$ cat src/rtl/vga_timing_gen.sv
// VGA raster timing generator: pixel/line counters, blank, active-low syncs, frame pulse and count.
// Optional macro VGA_SYNC_DELAY_EN delays hs/vs by two pixel clocks.
module vga_timing_gen #(
  parameter int unsigned H_ACTIVE = 640,
  parameter int unsigned H_FP     = 16,
  parameter int unsigned H_SYNC   = 96,
  parameter int unsigned H_BP     = 48,
  parameter int unsigned V_ACTIVE = 480,
  parameter int unsigned V_FP     = 10,
  parameter int unsigned V_SYNC   = 2,
  parameter int unsigned V_BP     = 33
) (
  input  logic       vga_clk,
  input  logic       reset_n,
  output logic [9:0] DrawX,
  output logic [9:0] DrawY,
  output logic       blank,
  output logic       hs,
  output logic       vs,
  output logic       frame_start,
  output logic [7:0] frame_count
);

  localparam int unsigned CW     = 10;
  localparam int unsigned KW     = CW + 1;
  localparam int unsigned H_T    = H_ACTIVE + H_FP + H_SYNC + H_BP;
  localparam int unsigned V_T    = V_ACTIVE + V_FP + V_SYNC + V_BP;
  localparam int unsigned HS_BEG = H_ACTIVE + H_FP;
  localparam int unsigned HS_END = HS_BEG + H_SYNC;
  localparam int unsigned VS_BEG = V_ACTIVE + V_FP;
  localparam int unsigned VS_END = VS_BEG + V_SYNC;

  // Counters are 10 bits wide; larger periods cannot be represented.
  if ((H_T > 1024) || (V_T > 1024)) begin : g_period_check
    $error("vga_timing_gen: H_T (%0d) and V_T (%0d) must not exceed 1024", H_T, V_T);
  end

  logic [CW-1:0] next_x;
  logic [CW-1:0] next_y;
  logic          x_wrap;
  logic          next_blank;
  logic          next_hs;
  logic          next_vs;
  logic          next_frame;

  // Next-count values; registered outputs decode these so they line up with DrawX/DrawY.
  always_comb begin
    x_wrap     = (DrawX == CW'(H_T - 1));
    next_x     = x_wrap ? '0 : DrawX + CW'(1);
    next_y     = DrawY;
    if (x_wrap) begin
      next_y = (DrawY == CW'(V_T - 1)) ? '0 : DrawY + CW'(1);
    end
    next_blank = (KW'(next_x) < KW'(H_ACTIVE)) && (KW'(next_y) < KW'(V_ACTIVE));
    next_hs    = !((KW'(next_x) >= KW'(HS_BEG)) && (KW'(next_x) < KW'(HS_END)));
    next_vs    = !((KW'(next_y) >= KW'(VS_BEG)) && (KW'(next_y) < KW'(VS_END)));
    next_frame = x_wrap && (next_y == '0);
  end

  always_ff @(posedge vga_clk or negedge reset_n) begin
    if (!reset_n) begin
      DrawX       <= '0;
      DrawY       <= '0;
      blank       <= 1'b0;
      frame_start <= 1'b0;
      frame_count <= '0;
    end else begin
      DrawX       <= next_x;
      DrawY       <= next_y;
      blank       <= next_blank;
      frame_start <= next_frame;
      if (next_frame) begin
        frame_count <= frame_count + 8'(1);
      end
    end
  end

`ifdef VGA_SYNC_DELAY_EN
  // Two extra stages cover the downstream sprite ROM and output register latency.
  logic [1:0] hs_pipe;
  logic [1:0] vs_pipe;

  always_ff @(posedge vga_clk or negedge reset_n) begin
    if (!reset_n) begin
      hs_pipe <= 2'b11;
      vs_pipe <= 2'b11;
      hs      <= 1'b1;
      vs      <= 1'b1;
    end else begin
      hs_pipe <= {hs_pipe[0], next_hs};
      vs_pipe <= {vs_pipe[0], next_vs};
      hs      <= hs_pipe[1];
      vs      <= vs_pipe[1];
    end
  end
`else
  always_ff @(posedge vga_clk or negedge reset_n) begin
    if (!reset_n) begin
      hs <= 1'b1;
      vs <= 1'b1;
    end else begin
      hs <= next_hs;
      vs <= next_vs;
    end
  end
`endif

endmodule
$ cat config.mk
export PLATFORM = sky130hd
export DESIGN_NAME = vga_timing_gen
export DESIGN_NICKNAME = d
export VERILOG_FILES = /design/src/rtl/vga_timing_gen.sv
export SDC_FILE = /design/constraint.sdc
export NUM_CORES = 1
export LEC_CHECK = 0
export CORE_ASPECT_RATIO = 0.9
export CORE_UTILIZATION = 35
export CTS_BUF_LIST = sky130_fd_sc_hd__clkbuf_8 sky130_fd_sc_hd__clkbuf_16
export CTS_CLUSTER_SIZE = 10
export DETAILED_ROUTE_END_ITERATION = 8
export DONT_BUFFER_PORTS = 1
export PLACE_DENSITY = 0.51
export SYNTH_ARGS = -nofsm -noshare
export SYNTH_HDL_FRONTEND = slang
export SYNTH_SLANG_ARGS = --single-unit
$ cat constraint.sdc
create_clock -name vga_clk -period 3.2 [get_ports vga_clk]
set_input_delay 0.32 -clock vga_clk [delete_from_list [all_inputs] [get_ports vga_clk]]
set_output_delay 0.32 -clock vga_clk [all_outputs]
set_load 0.02 [all_outputs]
# Word-level counts from Yosys, hierarchy flattened
# Index checks and enable logic that the tools add are counted.
# word_totals
register_bits	32
output_inout_bits	32
elab_cells	28
# op_classes
add_sub_neg	3
magnitude_cmp	6
eq_ne	2
mux	3
reduce_logical	7
# ops
operator	n
10-bit 2-to-1 mux	3
10-bit by 1-bit adder with 10-bit output, second input constant	2
10-bit equality test, second input constant	2
10-bit less-than comparator, second input constant	2
10-bit by 9-bit less-than comparator with 1-bit output, second input constant	2
10-bit >= comparator, second input constant	1
10-bit by 9-bit >= comparator with 1-bit output, second input constant	1
10-bit logical NOT	1
8-bit by 1-bit adder with 8-bit output, second input constant	1
1-bit logical AND	4
1-bit logical NOT	2

# Logic depth before layout (Yosys ltp)
# depth
depth_word	6
mapped_depth	9
mapped_depth_nobuf	9

# Worst setup path after synthesis
# OpenSTA, ideal clock, no wires.
# synth_timing
path_kind	register to register
startpoint	register DrawX[0]
endpoint	register frame_count[4]
arrival_time_ns	2.675
t_required_ns	3.071
slack_ns	0.396
stages_incl_launch_ff	9
n_path_buf	0
synth_period_minus_slack_ns	2.804
path_cell_list	dfrtp_1 ha_1 nand4_1 or4_4 nor3_4 xor2_4 a2111oi_2 nand4_1 xnor2_1
# synth_between
elab_chain_len	4
# synth_lines
element	line_no	source
start, declared	15	output logic [9:0] DrawX,
start signal, assigned	68	DrawX <= next_x;
10-bit equality test	48	x_wrap = (DrawX == CW'(H_T - 1));
10-bit 2-to-1 mux	51	if (x_wrap) begin
named net next_y[8]	39	logic [CW-1:0] next_y;
10-bit logical NOT	57	next_frame = x_wrap && (next_y == '0);
1-bit logical AND	57	
end signal, assigned	73	frame_count <= frame_count + 8'(1);
end, declared	21	output logic [7:0] frame_count
# The timed path passes the listed nets, and every way through them passes these cells.
# A chain may end at the register's enable or synchronous reset.

# Final worst setup path
# layout_timing
startpoint	register DrawX[1]
endpoint	register frame_count[4]
# The elaborated chain is that of the path after synthesis.

==> metrics.md <==
| Metric | Value |
|---|---|
| Post-Syn Nets | `167` |
| Vias in the first global route | `1278` |
| Clk Latency, worst-skew pair | `0.28 ns` |
| Status | `complete, no violations` |
| Initial core utilization | `37.9%` |
| Static Leak | `0.860 nW` |
| Synth Area in XOR/XNOR | `10.1%` |
| Least-Margin Pin Slew | `0.586 ns` |
| Peak fanout along the critical path | `5` |
| Syn Std Cell Area | `1740 um^2` |
| Final Hold Viols | `0` |
| Main combinational cell family by area after synthesis | `simple AND/OR/NAND/NOR gates` |
| Die area | `5270 um^2` |
| Vias per inst | `5.39` |
| Crit-path max cell delay | `0.64 ns` |
| Fmax achieved | `0.349 GHz` |
| GP Congestion | `0.851` |
| DR iter-0 viols | `68` |
| First-pass GRT wire length | `6450 um` |
| Post-layout min period | `2.87 ns` |
| CTS tree | `done` |
| Setup Skew | `0.00239 ns` |
| Largest net degree at the start of global routing | `33` |
| Share of cells above drive strength 1 | `18.2%` |
| Tcrit/Tclk final | `89.6%` |
| Post-DP HPWL | `2870 um` |
| Post-CTS setup buffers | `0` |
| Final setup vio count | `0` |
| WP data required | `3.36 ns` |
| FFs w/ async S/R, synth | `100%` |
| Post-CTS sizing | `0` |
| Ranking of synthesized cells by area | `dfrtp_1, xnor2_1, nand2_1, dfstp_2, ha_1` |
| Crit end category | `register` |
| Pwr dens | `368 nW/um^2` |
| Row count | `23` |
| Top-count cell post-synth | `dfrtp_1` |
| Worst Path Buf+Inv | `0` |
| Wirelength, routed | `3800 um` |
| Top FF cell, synth | `dfrtp_1` |
| Post-synthesis compound-gate area fraction | `10.9%` |
| Register area share after synthesis | `46.1%` |
| DRT antenna net count | `0` |
| EDFF count, synth | `0` |
| Warnings from Yosys | `0` |
| Area delta synth->final | `13.1%` |
| Port bufs | `0` |
| Grt total ovfl | `0` |
| Nets@finish | `181` |
| DRT met1 WL | `1780 um` |
| CTS Hold Buffers Added | `2` |
| Setup TNS | `0 ns` |
| Max IR drop VDD | `171 uV` |
| TritonRoute pass-1 iters | `4` |
| Clock Tree Root | `clkbuf_8` |
| CP Launch Type | `register` |
| Max Cap Viol | `0` |
| Max layer used | `met4` |
| Met3 WL | `281 um` |
| Worst hold path type | `in -> async` |
| Yosys top cell area share | `43.1%` |
| Simple-gate share of the synthesized area | `26.8%` |
| Clock-pin slew on the worst setup and hold paths | `0.06 ns` |
| Largest buffer count on any clock path | `2` |
| GRT Overall Usage | `16.1%` |
| # diodes | `0` |
| Core Area | `4600 um^2` |
| Yosys reg bits | `32` |
| Antenna violations before repair | `0` |
| Multiplexer area fraction after synthesis | `0.861%` |
| DRC violations left | `0` |
| Most used cell, CP | `nand4_1` |
| Fin. max-slew vios | `0` |
| Critical-path cell list | `ha_1 > nand4_1 > or4_4 > nor3_4 > xor2_4 > a2111oi_2 > nand4_1 > xnor2_1` |
| CTS Buf Count | `5` |
| IO Count | `34` |
| Die Span Y | `68.9 um` |
| Met2 WL post-DR | `1670 um` |
| WL per Instance | `16.0 um` |
| Pwr Total | `0.725 mW` |
| CTS sink count | `32` |
| Relative slew margins | `60.8%` |
| Synth Area in Adders | `2.87%` |
| Netlist cell types | `47` |
| Crit path max-delay cell type | `or4_4` |
| DR vias | `1283` |
| Avg Cell Area, Syn | `10.8 um^2` |
| Cell taking the most area after synthesis | `dfrtp_1` |
| H-tree depth | `2` |
| Die Wd | `76.4 um` |
| RSZ-0062 raised after global routing | `no` |
| CP delay by family, top | `simple AND/OR/NAND/NOR gates` |
| Post-synth top cells | `dfrtp_1, nand2_1, xnor2_1` |
| Crit path DAT | `3.02 ns` |
| Synth Instances | `161` |
| Crit path kind | `reg -> reg` |
final cells by class:
type | count | area, um^2
Fill cell | 462 | 2630
Multi-Input combinational cell | 122 | 898
Sequential cell | 32 | 803
Clock buffer | 6 | 82.6
Timing Repair Buffer | 9 | 82.6
Tap cell | 62 | 77.6
Inverter | 5 | 18.8
Clock inverter | 2 | 7.51
report_power, final:
part	internal, mW	leakage, nW	total (mW)	switching, mW
logic	0.00333	0.386	0.0114	0.00806
clock network	0.169	0.0538	0.309	0.140
registers	0.405	0.421	0.405	0
logic make-up after synthesis:
logic type | count (synthesis)
flops | 32
simple gates | 76
fa+ha+maj | 4
mux | 1
buf+inv | 7
compound gates | 23
xor+xnor | 18
worst paths after layout:
path | start | endpoint | slack (ns) | cells after the start
setup / recovery | DrawX[1]$_DFF_PN0_ | frame_count[4]$_DFFE_PN0P_ | 0.33 | 8
hold / removal | reset_n | DrawY[0]$_DFF_PN0_ | 0.48 | 2
setup reg to reg | DrawX[1]$_DFF_PN0_ | frame_count[4]$_DFFE_PN0P_ | 0.33 | 8
hold reg to reg | DrawX[1]$_DFF_PN0_ | DrawX[1]$_DFF_PN0_ | 0.51 | 1
max in group asynchronous | reset_n | vs$_DFF_PN1_ | 2.48 | 2
min in group vga_clk | DrawX[1]$_DFF_PN0_ | DrawX[1]$_DFF_PN0_ | 0.51 | 1
through the flow:
| step | cells | hold slack (ns) | instance area [um^2] | worst slack [ns] | util, % |
|---|---|---|---|---|---|
| 2_1_floorplan | 161 | 0.0244 | 1740 | 0.396 | - |
| 3_3_place_gp | 228 | 0.0254 | 1850 | 0.391 | 40.2 |
| 3_5_place_dp | 228 | 0.0257 | 1850 | 0.316 | 40.2 |
| 4_1_cts | 238 | 0.487 | 1970 | 0.307 | 42.8 |
| 5_1_grt | 238 | 0.497 | 1970 | 0.0645 | 42.8 |
| 6_report | 238 | 0.484 | 1970 | 0.331 | 42.8 |
routing by layer:
metal	global-route usage [%]	vias up
li1	-	606
met1	20.1	626
met2	24.8	41
met3	6.58	10
met4	6.97	0
met5	0	-
flip-flops by register name, summed over array words and instances, names as in the netlist:
name and count:
frame_count 8, vs 1, frame_start 1, DrawX 10, hs 1, blank 1
DrawY 10
layout by cell type (no fill, tap or decap), types with 5 or more instances in the layout:
cell type	instances
clkbuf_8	6
o21ai_0	5
nand4_1	7
buf_4	7
nand3_1	10
inv_1	7
nor2_1	10
dfrtp_1	30
xnor2_1	12
xor2_1	5
nand2_1	18
Power figures use the tool's default switching activity.
